**src/rtl/nibble_serial_adder.sv**
```systemverilog
// Serial multi-nibble adder: one shared 4-bit ripple slice of full_adder cells processes one nibble per clock.
// Optional feature macro: NIBBLE_SUB_EN adds the op port (op=1 computes A-B as A + ~B + 1).
module full_adder (
  input  logic a_i,
  input  logic b_i,
  input  logic ci_i,
  output logic s_o,
  output logic co_o
);
  assign s_o  = a_i ^ b_i ^ ci_i;
  assign co_o = (a_i & b_i) | (ci_i & (a_i ^ b_i));
endmodule

module nibble_serial_adder #(
  parameter int NIBBLES = 4
) (
  input  logic                 clk,
  input  logic                 rst_n,
  input  logic                 start,
  input  logic [4*NIBBLES-1:0] A,
  input  logic [4*NIBBLES-1:0] B,
`ifdef NIBBLE_SUB_EN
  input  logic                 op,
`endif
  output logic                 busy,
  output logic                 done,
  output logic [4*NIBBLES-1:0] sum,
  output logic                 co
);
  localparam int W  = 4 * NIBBLES;
  localparam int CW = $clog2(NIBBLES);
  localparam logic [CW-1:0] CNT_LAST = CW'(NIBBLES - 1);

  typedef enum logic [1:0] {
    IDLE = 2'd0,
    RUN  = 2'd1,
    DONE = 2'd2
  } state_t;

  state_t        state_q;
  logic [W-1:0]  a_q;
  logic [W-1:0]  b_q;
  logic [W-1:0]  sum_q;
  logic [CW-1:0] cnt_q;
  logic          c_q;
  logic          co_q;
  logic          busy_q;
  logic          done_q;
  logic [CW+1:0] base_s;
  logic [3:0]    a_nib_s;
  logic [3:0]    b_nib_s;
  logic [3:0]    slice_sum_s;
  logic [4:0]    carry_s;
`ifdef NIBBLE_SUB_EN
  logic          op_q;
`endif

  // Bit offset of the nibble currently being processed.
  assign base_s  = {cnt_q, 2'b00};
  assign a_nib_s = a_q[base_s +: 4];
`ifdef NIBBLE_SUB_EN
  assign b_nib_s = b_q[base_s +: 4] ^ {4{op_q}};
`else
  assign b_nib_s = b_q[base_s +: 4];
`endif
  assign carry_s[0] = c_q;

  for (genvar i = 0; i < 4; i++) begin : g_fa
    full_adder u_fa (
      .a_i  (a_nib_s[i]),
      .b_i  (b_nib_s[i]),
      .ci_i (carry_s[i]),
      .s_o  (slice_sum_s[i]),
      .co_o (carry_s[i+1])
    );
  end

  // Control FSM with registered operands, carry chain and outputs.
  always_ff @(posedge clk or negedge rst_n) begin
    if (!rst_n) begin
      state_q <= IDLE;
      a_q     <= '0;
      b_q     <= '0;
      sum_q   <= '0;
      cnt_q   <= '0;
      c_q     <= 1'b0;
      co_q    <= 1'b0;
      busy_q  <= 1'b0;
      done_q  <= 1'b0;
`ifdef NIBBLE_SUB_EN
      op_q    <= 1'b0;
`endif
    end else begin
      case (state_q)
        IDLE: begin
          if (start) begin
            a_q     <= A;
            b_q     <= B;
            sum_q   <= '0;
            cnt_q   <= '0;
`ifdef NIBBLE_SUB_EN
            op_q    <= op;
            c_q     <= op;
`else
            c_q     <= 1'b0;
`endif
            busy_q  <= 1'b1;
            state_q <= RUN;
          end
        end
        RUN: begin
          sum_q[base_s +: 4] <= slice_sum_s;
          c_q                <= carry_s[4];
          // The counter parks on the last nibble so it never leaves 0..NIBBLES-1.
          if (cnt_q == CNT_LAST) begin
            co_q    <= carry_s[4];
            done_q  <= 1'b1;
            state_q <= DONE;
          end else begin
            cnt_q   <= cnt_q + CW'(1);
          end
        end
        DONE: begin
          done_q  <= 1'b0;
          busy_q  <= 1'b0;
          state_q <= IDLE;
        end
        default: begin
          done_q  <= 1'b0;
          busy_q  <= 1'b0;
          state_q <= IDLE;
        end
      endcase
    end
  end

  assign busy = busy_q;
  assign done = done_q;
  assign sum  = sum_q;
  assign co   = co_q;
endmodule

```
**config.mk**
```make
export PLATFORM = sky130hd
export DESIGN_NAME = nibble_serial_adder
export DESIGN_NICKNAME = d
export VERILOG_FILES = /design/src/rtl/nibble_serial_adder.sv
export SDC_FILE = /design/constraint.sdc
export NUM_CORES = 1
export LEC_CHECK = 0
export BUFFER_PORTS_ARGS = -buffer_cell sky130_fd_sc_hd__buf_4
export CORE_ASPECT_RATIO = 0.8
export CORE_MARGIN = 4
export CORE_UTILIZATION = 47
export CTS_CLUSTER_SIZE = 40
export DETAILED_ROUTE_END_ITERATION = 12
export HOLD_SLACK_MARGIN = 0.05
export PLACE_DENSITY = 0.73
export SLEW_MARGIN = 0
export SYNTH_ARGS = -nofsm -noshare
export SYNTH_HDL_FRONTEND = slang
export SYNTH_SLANG_ARGS = --single-unit
```
**constraint.sdc**
```tcl
create_clock -name clk -period 6.5 [get_ports clk]
set_input_delay 0.65 -clock clk [delete_from_list [all_inputs] [get_ports clk]]
set_output_delay 0.65 -clock clk [all_outputs]
set_load 0.005 [all_outputs]
```
==> qor.yml <==
run_status:
  status: "complete, no violations"
drt:
  highest_layer: "met4"
  num_vias: 1574
  via_per_inst: 5.13
  wl_met1_um: 2330
  route.met2.wl_um: 1970
  dr_wl_met3_um: 232
  drt_wl_total_um: 4620
  first_pass_iters: 4
  drc: 0
  wl_per_cell_um: 15.1
  drt_first_iter_violations: 81
  drtAntennaViolNets: 0
worst_setup_path:
  r2r_slack_ns: 3.43
  critPathLaunchType: "flip-flop"
  critical_path_class: "reg -> reg"
  cp.arrival_ns: 3.27
  crit_path_start: "cnt_q[0]"
  cp-endpoint: "sum[3]"
  reg2reg_depth: 9
  r2r-start: "cnt_q[0]"
  cp_max_fo: 15
  crit_path_end_kind: "flip-flop"
  cp_data_required_time_ns: 6.69
  r2r_end: "sum[3]"
synth:
  synth.avg_cell_area_um2: 13.4
  synth_fp_nets: 234
  ys_types: 26
  synth_cells: 191
  ys_seq_area_share_pct: 54.8
  ys_ff_latch: 56
  syn_area_um2: 2560
  yosys_warnings: 0
clock_tree:
  cts_tree: "built"
  cts_num_sinks: 56
  cts_made_buffers: 5
  hold_buffers: 0
  post_cts_buffers: 0
  cts_buffer_depth: 2
  cts.htree.levels: 2
  clk_pin_slew_ns: 0.10
  clock_latency_ns: 0.32
  post_cts_resized: 0
  root_buffer: "clkbuf_8"
floorplan:
  core-area_um2: 5120
  die_h_um: 74.0
  core.rowCount: 23
  ios: 54
  initial_core_util_pct: 49.9
  chipWidth_um: 90.5
  dieArea_um2: 6690
place:
  portBuffers: 53
  dp_slack_ns: 3.39
  dp_hpwl_um: 3380
  gp_congestion: 0.771
  dp.cells: 299
power:
  combPwrFrac_pct: 46.4
  swShare_pct: 36.9
  p_per_area_nw_per_um2: 514
  p_switching_w: 0.000586
  pwr-share-clk_pct: 14.7
  irDropWorstVdd_uv: 223
  power_frac_seq_pct: 39.0
  p_leak_nw: 1.44
  internal_power_w: 0.00100
sta:
  holdWs_ns: 0.372
  fin_setup_tns_ns: 0
  hold_viol: 0
  period_share_pct: 47.3
  rsz0062_at_grt: "no"
  final.setup.worst_slack_ns: 3.43
  slew_headroom_pct: 40.0
  max_freq_mhz: 326
  slew_viol_final: 0
  fin_crit_ns: 3.07
  setup_viol: 0
  worst_slew_pin_slew_ns: 0.899
  clock_skew_ns: 0.00577
final_layout:
  final_common_cell: "dfrtp_1"
  num-fill-cells: 425
  antennaDiodeCount: 0
  layout_common_cells: "dfrtp_1, buf_4, inv_1, mux2_1, o22ai_1"
  syn2layout_area_growth_pct: 20.6
  fin_util_pct: 60.2
  drive_above_1_share_pct: 35.1
  nets: 287
  fin_cells: 307
global_routing:
  grt_pass1_vias: 1626
  grt_pass1_wl_um: 7760
  track_usage_pct: 15.0
  grt_max_degree: 57
  grt_overflow: 0
  antenna_found_initial: 0
flow_run:
  maxCapViolations: 0
hold_path:
  worstHoldPathType: "in -> async"
==> worst max-delay path, stage by stage (launching register included) <==
cell and delay [ns]:
dfrtp_1 0.80, mux4_2 0.34, inv_1 0.05, fa_1 0.37
inv_1 0.08, fa_1 0.17, inv_1 0.05, fa_1 0.38
fa_1 0.59, o22ai_1 0.11
==> worst min path at each step <==
stage            start       to
2_1_floorplan    rst_n   a_q[0]
3_3_place_gp    b_q[5]   b_q[5]
3_5_place_dp   b_q[13]  b_q[13]
4_1_cts          rst_n   a_q[5]
5_1_grt          rst_n  a_q[13]
6_report         rst_n  a_q[13]
==> metal layers <==
layer	track usage [%]	up-vias
met3	4.04	8
met2	22.6	38
met1	20.8	769
li1	-	759
met4	6.62	0
met5	0	-
==> synthesized netlist by cell type <==
| cell type | instances | area share (%) |
|---|---|---|
| a21oi_1 | 5 | 0.98 |
| a21oi_2 | 1 | 0.34 |
| and2b_1 | 1 | 0.29 |
| and4bb_2 | 1 | 0.49 |
| buf_4 | 2 | 0.59 |
| buf_6 | 4 | 1.8 |
| clkbuf_1 | 1 | 0.15 |
| dfrtp_1 | 56 | 55 |
| fa_1 | 4 | 3.1 |
| ha_1 | 4 | 2.0 |
| inv_1 | 31 | 4.6 |
| mux2_1 | 20 | 8.8 |
| mux2_2 | 13 | 5.7 |
| mux2i_1 | 1 | 0.39 |
| mux4_2 | 8 | 7.0 |
| nand2_1 | 6 | 0.88 |
| nand2b_1 | 2 | 0.49 |
| nand2b_4 | 1 | 0.54 |
| nand3_1 | 2 | 0.39 |
| nand3b_1 | 2 | 0.59 |
| nand4_1 | 1 | 0.24 |
| nor2_1 | 3 | 0.44 |
| nor2_4 | 1 | 0.44 |
| nor2b_1 | 1 | 0.24 |
| o21ai_0 | 4 | 0.78 |
| o22ai_1 | 16 | 3.9 |
==> registers in the layout, indices dropped and copies added, names as in the netlist <==
| name | count |
|---|---|
| done | 1 |
| busy | 1 |
| a_q | 16 |
| state_q | 2 |
| b_q | 16 |
| co | 1 |
| cnt_q | 2 |
| c_q | 1 |
| sum | 16 |
==> cell families after synthesis <==
family                     count (synthesis)  share of synthesized area, %
AOI/OAI and AO/OA                         26                          6.02
and+or+nand+nor                           21                          5.04
DFF                                       56                          54.8
muxes                                     42                          22.0
adders and majority gates                  8                          5.09
buffers and inverters                     38                          7.05
==> power groups by stage <==
stage	clock, W	sequential, W	combinational, W
after global routing	0.000250	0.000641	0.000820
final	0.000232	0.000618	0.000736
after detailed placement	0	0.000627	0.000745
after global placement	0	0.000627	0.000719
after floorplan	0	0.000571	0.000559
after CTS	0.000239	0.000619	0.000748
==> metrics by stage <==
stage	total power [W]	instance area [um2]
3_5_place_dp	0.00137	2970
2_1_floorplan	0.00113	2560
3_3_place_gp	0.00135	2970
4_1_cts	0.00161	3080
5_1_grt	0.00171	3080
6_report	0.00159	3080
==> layout make-up <==
type                       count  area (um2)  area share [%]
sequential                    56        1400            45.5
multi-input combinational     97         975            31.6
timing repair buffer          53         398            12.9
inverter                      31         116            3.77
tap                           62        77.6            2.52
clock buffer                   5        68.8            2.23
clock inverter                 3        46.3            1.50
Note: power is estimated with default switching activity, not from simulation.
